`src/rtl/seq_divider_16_16_16.sv`:
```
// Signed 1_2_13 restoring divider, one quotient bit per cycle, truncating toward zero
// with saturation and divide-by-zero clamping, valid/ready on both sides.
//
// state | meaning
// ------+---------------------------------------------------------------
// IDLE  | waiting for an operand pair; in_ready high
// CALC  | one restoring step per edge, W+N_FRAC steps on a down-counter
// FIX   | sign correction, saturation and div0 clamp into output regs
// DONE  | out_valid high, result held until out_ready
module seq_divider_16_16_16 #(
  parameter int W      = 16,
  parameter int N_FRAC = 13
) (
  input  logic         clk,
  input  logic         rst_n,
  input  logic         in_valid,
  output logic         in_ready,
  input  logic [W-1:0] a,
  input  logic [W-1:0] b,
  output logic         out_valid,
  input  logic         out_ready,
  output logic [W-1:0] out,
  output logic         sat,
  output logic         div0
);

  localparam int QW = W + N_FRAC;
  localparam int CW = $clog2(QW + 1);
  localparam logic [CW-1:0] ITER    = CW'(QW);
  localparam logic [QW-1:0] POS_MAX = QW'((1 << (W - 1)) - 1);
  localparam logic [QW-1:0] NEG_MAX = QW'(1 << (W - 1));
  localparam logic [W-1:0]  OUT_MAX = {1'b0, {(W - 1){1'b1}}};
  localparam logic [W-1:0]  OUT_MIN = {1'b1, {(W - 1){1'b0}}};

  typedef enum logic [1:0] {IDLE, CALC, FIX, DONE} state_t;

  state_t state_q, state_d;

  logic          sign_q;
  logic          asign_q;
  logic          div0_q;
  logic [W-1:0]  mag_b_q;
  logic [QW-1:0] dividend_q;
  logic [W:0]    remainder_q;
  logic [QW-1:0] quotient_q;
  logic [CW-1:0] cnt_q;

  logic [W-1:0]  mag_a;
  logic [W+1:0]  rem_sh;
  logic [W+1:0]  trial;
  logic          ge;
  logic [W-1:0]  fix_out;
  logic          fix_sat;

  // |0x8000| stays representable because magnitudes are held unsigned.
  assign mag_a  = a[W-1] ? (~a + 1'b1) : a;
  assign rem_sh = {remainder_q, dividend_q[QW-1]};
  assign trial  = rem_sh - {2'b00, mag_b_q};
  assign ge     = ~trial[W+1];

  always_comb begin
    fix_out = '0;
    fix_sat = 1'b0;
    if (div0_q) begin
      fix_out = asign_q ? OUT_MIN : OUT_MAX;
      fix_sat = 1'b1;
    end else if (!sign_q) begin
      if (quotient_q > POS_MAX) begin
        fix_out = OUT_MAX;
        fix_sat = 1'b1;
      end else begin
        fix_out = quotient_q[W-1:0];
      end
    end else begin
      if (quotient_q > NEG_MAX) begin
        fix_out = OUT_MIN;
        fix_sat = 1'b1;
      end else begin
        fix_out = ~quotient_q[W-1:0] + 1'b1;
      end
    end
  end

  always_ff @(posedge clk or negedge rst_n) begin
    if (!rst_n) begin
      state_q <= IDLE;
    end else begin
      state_q <= state_d;
    end
  end

  always_comb begin
    state_d   = state_q;
    in_ready  = 1'b0;
    out_valid = 1'b0;
    case (state_q)
      IDLE: begin
        in_ready = 1'b1;
        if (in_valid) state_d = CALC;
      end
      CALC: begin
        if (cnt_q == CW'(1)) state_d = FIX;
      end
      FIX: begin
        state_d = DONE;
      end
      DONE: begin
        out_valid = 1'b1;
        if (out_ready) state_d = IDLE;
      end
      default: state_d = IDLE;
    endcase
  end

  always_ff @(posedge clk or negedge rst_n) begin
    if (!rst_n) begin
      sign_q      <= 1'b0;
      asign_q     <= 1'b0;
      div0_q      <= 1'b0;
      mag_b_q     <= '0;
      dividend_q  <= '0;
      remainder_q <= '0;
      quotient_q  <= '0;
      cnt_q       <= '0;
      out         <= '0;
      sat         <= 1'b0;
      div0        <= 1'b0;
    end else begin
      case (state_q)
        IDLE: begin
          if (in_valid) begin
            sign_q      <= a[W-1] ^ b[W-1];
            asign_q     <= a[W-1];
            div0_q      <= (b == '0);
            mag_b_q     <= b[W-1] ? (~b + 1'b1) : b;
            dividend_q  <= {mag_a, {N_FRAC{1'b0}}};
            remainder_q <= '0;
            quotient_q  <= '0;
            cnt_q       <= ITER;
          end
        end
        CALC: begin
          remainder_q <= ge ? trial[W:0] : rem_sh[W:0];
          quotient_q  <= {quotient_q[QW-2:0], ge};
          dividend_q  <= {dividend_q[QW-2:0], 1'b0};
          cnt_q       <= cnt_q - 1'b1;
        end
        FIX: begin
          out  <= fix_out;
          sat  <= fix_sat;
          div0 <= div0_q;
        end
        default: ;
      endcase
    end
  end

endmodule

```
`config.mk`:
```
export PLATFORM = sky130hd
export DESIGN_NAME = seq_divider_16_16_16
export DESIGN_NICKNAME = d
export VERILOG_FILES = /design/src/rtl/seq_divider_16_16_16.sv
export SDC_FILE = /design/constraint.sdc
export NUM_CORES = 1
export LEC_CHECK = 0
export BUFFER_PORTS_ARGS = -buffer_cell sky130_fd_sc_hd__buf_4
export CORE_MARGIN = 2
export CORE_UTILIZATION = 29
export DETAILED_ROUTE_END_ITERATION = 8
export GPL_TIMING_DRIVEN = 0
export RECOVER_POWER = 25
export SYNTH_ARGS = -nofsm -noshare
export SYNTH_HDL_FRONTEND = slang
export SYNTH_SLANG_ARGS = --single-unit
```
`constraint.sdc`:
```
create_clock -name clk -period 3.35 [get_ports clk]
set_input_delay 0.67 -clock clk [delete_from_list [all_inputs] [get_ports clk]]
set_output_delay 0.67 -clock clk [all_outputs]
set_load 0.005 [all_outputs]
```
==> impl_metrics.yaml <==
pwr:
  p_leak_nw: 3.32
  report.power.total_mw: 7.46
  power_frac_clock_pct: 15.9
  share_comb_of_total_power_pct: 57.0
  vdd.ir_drop.worst_mv: 0.367
  total_switching_power_mw: 3.32
  power.density_cell_area_nw_per_um2: 995
  power.sequential.fraction_pct: 27.1
  power.switching_fraction_pct: 44.6
  p_int_mw: 4.14
final_layout:
  area_growth_syn_to_fin_pct: 16.8
  most-common-layout-cells: "sky130_fd_sc_hd__dfrtp_1, sky130_fd_sc_hd__nand2_1, sky130_fd_sc_hd__nor2_1"
  number_of_diodes_added_for_antenna_fixing: 0
  postLayoutCellArea_um2: 7500
  mostFrequentLayoutCell: "sky130_fd_sc_hd__dfrtp_1"
  nets: 849
  post_route_cells_drive_above_1_share_pct: 11.0
  layout.core_utilization_pct: 34.5
clocking:
  post_cts.repair.setup_buffers: 0
  clock_tree.buffer_depth: 2
  htree_levels: 3
  cts_hold_repair.buffers: 0
  clk_pin_slew_worst_paths_ns: 0.07
  clock_insertion_delay_worst_skew_ns: 0.36
  post_cts_resized: 0
  clock_tree_from_tritoncts: "yes"
  clock-root-buffer: "sky130_fd_sc_hd__clkbuf_16"
  tritoncts_sinks: 106
  cts-buffers-inserted: 9
floorplan:
  number_of_top_level_pins: 56
  die_area_um2: 23400
  die_h_um: 153
  dieWidth_um: 153
  rows: 54
  starting_density_of_the_core_pct: 29.5
  core_um2: 21800
yosys:
  post_synth_instance_area_um2: 6420
  mappedNetlistNets: 785
  share_of_synthesized_area_occupied_by_flip_flops_and_latches_pct: 41.3
  postSynth.topFlopCell: "sky130_fd_sc_hd__dfrtp_1"
  ys_async_sr_fraction_pct: 100
  synth_enable_flop_cells: 0
  ys_seq_elements: 106
  yosys_warnings: 0
  yosysUniqueCellTypes: 63
  syn-instance-count: 722
  synthesis.area_per_instance_um2: 8.90
worst_setup_path:
  timing.critical_path.buf_inv: 3
  reg2regPathDepth: 11
  criticalPathCategory: "reg2reg"
  startpoint_type: "flop"
  worstSetupEndpointType: "flop"
  timing.critical_path.cells: "inv_1 > ha_1 > buf_2 > a21oi_1 > o21ai_1 > a41o_1 > and2_1 > a221oi_4 > buf_6 > mux2i_1 > o21ai_1"
  cp_num_cells: 11
  cpLargestDelayFamily: "compound AO/OA/AOI/OAI gates"
  required_ns: 3.58
  critical_path.max_fanout: 10
  critical_path_arrival_ns: 3.19
  max_stage_delay_ns: 0.49
  timing.critical_path.mode_cell: "sky130_fd_sc_hd__o21ai_1"
  critical_path.slowest_cell: "sky130_fd_sc_hd__a221oi_4"
drt:
  detail_route.iter0.violations: 321
  viasPerCell: 5.10
  remaining_drc_errors: 0
  num_vias: 5466
  detail_route.wirelength_mm: 16.1
  antenna_left: 0
  first_pass_iters: 6
  route.detailed.wl_per_inst_um: 15.0
sta:
  finalHoldViolations: 0
  final-setup-viol-count: 0
  slew_of_the_pin_with_the_lowest_slew_margin_ns: 1.28
  max_transition_viols_final: 0
  layout_min_cycle_time_ns: 2.97
  maxClockFrequency_ghz: 0.337
  timing.slew.headroom_pct: 15.0
  final.setup_skew_ns: 0.0122
  final.setup.tns_ns: 0
  final.period_utilization_pct: 88.5
  rsz0062_at_grt: "no"
global_route:
  grt_antenna_before_repair: 0
  grt_start_max_net_pins: 107
  wire_length_of_the_first_global_routing_pass_mm: 27.6
  first_global_vias: 5323
  globalRouteTotalUtil_pct: 14.3
  grt_remaining_overflow: 0
hold_path:
  hp-class: "in2async"
place:
  io_buffers: 52
  hpwlAfterDp_mm: 11.5
  place.gp.congestion: 0.853
  detailed_place.area_um2: 7160
job:
  drv_cap: 0
run_status:
  status: "completed"
## metal layers
| metal | global-route usage (%) | vias to the layer above | part of all wire [%] |
|---|---|---|---|
| met5 | 0 | - | 0 |
| met4 | 5.78 | 0 | 2.3 |
| met3 | 2.10 | 25 | 3.9 |
| met2 | 22.0 | 116 | 45 |
| met1 | 20.3 | 2648 | 49 |
| li1 | - | 2677 | - |
## path summary, 6_finish.rpt
kind | from | endpoint | slack, ns
setup / recovery | mag_b_q[12] | remainder_q[9] | 0.38
hold / removal | rst_n | mag_b_q[0] | 0.37
setup reg to reg | mag_b_q[12] | remainder_q[9] | 0.38
hold reg to reg | mag_b_q[10] | mag_b_q[10] | 0.48
max in group asynchronous | rst_n | remainder_q[11] | 1.15
min in group clk | mag_b_q[10] | mag_b_q[10] | 0.48
## cell usage after synthesis, types with 3 or more instances
cell | number | area [um^2]
sky130_fd_sc_hd__a31oi_1 | 7 | 43.8
sky130_fd_sc_hd__nor3_1 | 20 | 100
sky130_fd_sc_hd__o21ai_0 | 68 | 340
sky130_fd_sc_hd__nor2_1 | 69 | 259
sky130_fd_sc_hd__and2_1 | 4 | 25.0
sky130_fd_sc_hd__nor3b_1 | 3 | 22.5
sky130_fd_sc_hd__o22ai_1 | 8 | 50.1
sky130_fd_sc_hd__a21boi_0 | 3 | 22.5
sky130_fd_sc_hd__or4_1 | 3 | 22.5
sky130_fd_sc_hd__or3_1 | 3 | 18.8
sky130_fd_sc_hd__clkbuf_1 | 35 | 131
sky130_fd_sc_hd__xnor2_1 | 23 | 201
sky130_fd_sc_hd__xor2_1 | 30 | 263
sky130_fd_sc_hd__nand2b_1 | 6 | 37.5
sky130_fd_sc_hd__dfrtp_1 | 106 | 2650
sky130_fd_sc_hd__nor2b_1 | 6 | 37.5
sky130_fd_sc_hd__o21ai_1 | 6 | 30.0
sky130_fd_sc_hd__o21a_1 | 3 | 22.5
sky130_fd_sc_hd__o31ai_1 | 9 | 67.6
sky130_fd_sc_hd__a21o_1 | 6 | 45.0
sky130_fd_sc_hd__a211oi_1 | 4 | 30.0
sky130_fd_sc_hd__mux2i_1 | 17 | 170
sky130_fd_sc_hd__a22oi_1 | 11 | 82.6
sky130_fd_sc_hd__nor4_1 | 9 | 56.3
sky130_fd_sc_hd__buf_2 | 4 | 20.0
sky130_fd_sc_hd__ha_1 | 26 | 325
sky130_fd_sc_hd__a21oi_1 | 31 | 155
sky130_fd_sc_hd__o41ai_1 | 5 | 43.8
sky130_fd_sc_hd__nand4_1 | 5 | 31.3
sky130_fd_sc_hd__inv_1 | 35 | 131
sky130_fd_sc_hd__o211ai_1 | 6 | 45.0
sky130_fd_sc_hd__a22o_1 | 28 | 245
sky130_fd_sc_hd__nand2_1 | 81 | 304
sky130_fd_sc_hd__buf_1 | 3 | 11.3
sky130_fd_sc_hd__nand3_1 | 6 | 30.0
## state kept, by name (all words and copies together), names as in the netlist
signal and cells:
div0 1, dividend_q 16, out 16, cnt_q 5, quotient_q 29, asign_q 1
state_q 2, mag_b_q 16, sign_q 1, div0_q 1, remainder_q 17, sat 1
## power groups by stage
stage | Combinational (mW) | Clock (mW) | Sequential (mW)
5_1_grt | 4.84 | 1.27 | 2.09
6_report | 4.25 | 1.19 | 2.02
3_3_place_gp | 4.19 | 0 | 2.04
2_1_floorplan | 3.16 | 0 | 1.97
3_5_place_dp | 4.23 | 0 | 2.05
4_1_cts | 4.27 | 1.21 | 2.03
## cell families (layout without fill, tap and decap cells)
logic type,count (synthesis),count (layout),share of synthesized area (%)
simple gates,226,226,16.3
compound gates,210,210,21.5
flops,106,106,41.3
buf+inv,81,150,5.32
xor+xnor,53,53,7.23
fa+ha+maj,27,27,5.38
mux,19,19,3.00
## through the flow
step	hold slack (ns)	std cells	worst slack (ns)
floorplan	0.374	722	0.803
global placement	0.466	1054	0.440
detailed placement	0.476	1054	0.397
CTS	0.491	1070	0.393
global route	0.430	1071	0.186
finish	0.367	1071	0.384
## area by class of cell
cell class                 count  area, um^2
inverter                      35         131
tap                          280         350
multi-input combinational    535        3430
sequential                   106        2650
clock buffer                   9         225
clock inverter                 7         108
timing repair buffer          53         394
buffer                        46         210
fill                        2327       14300
Note: power is estimated with default switching activity, not from simulation.
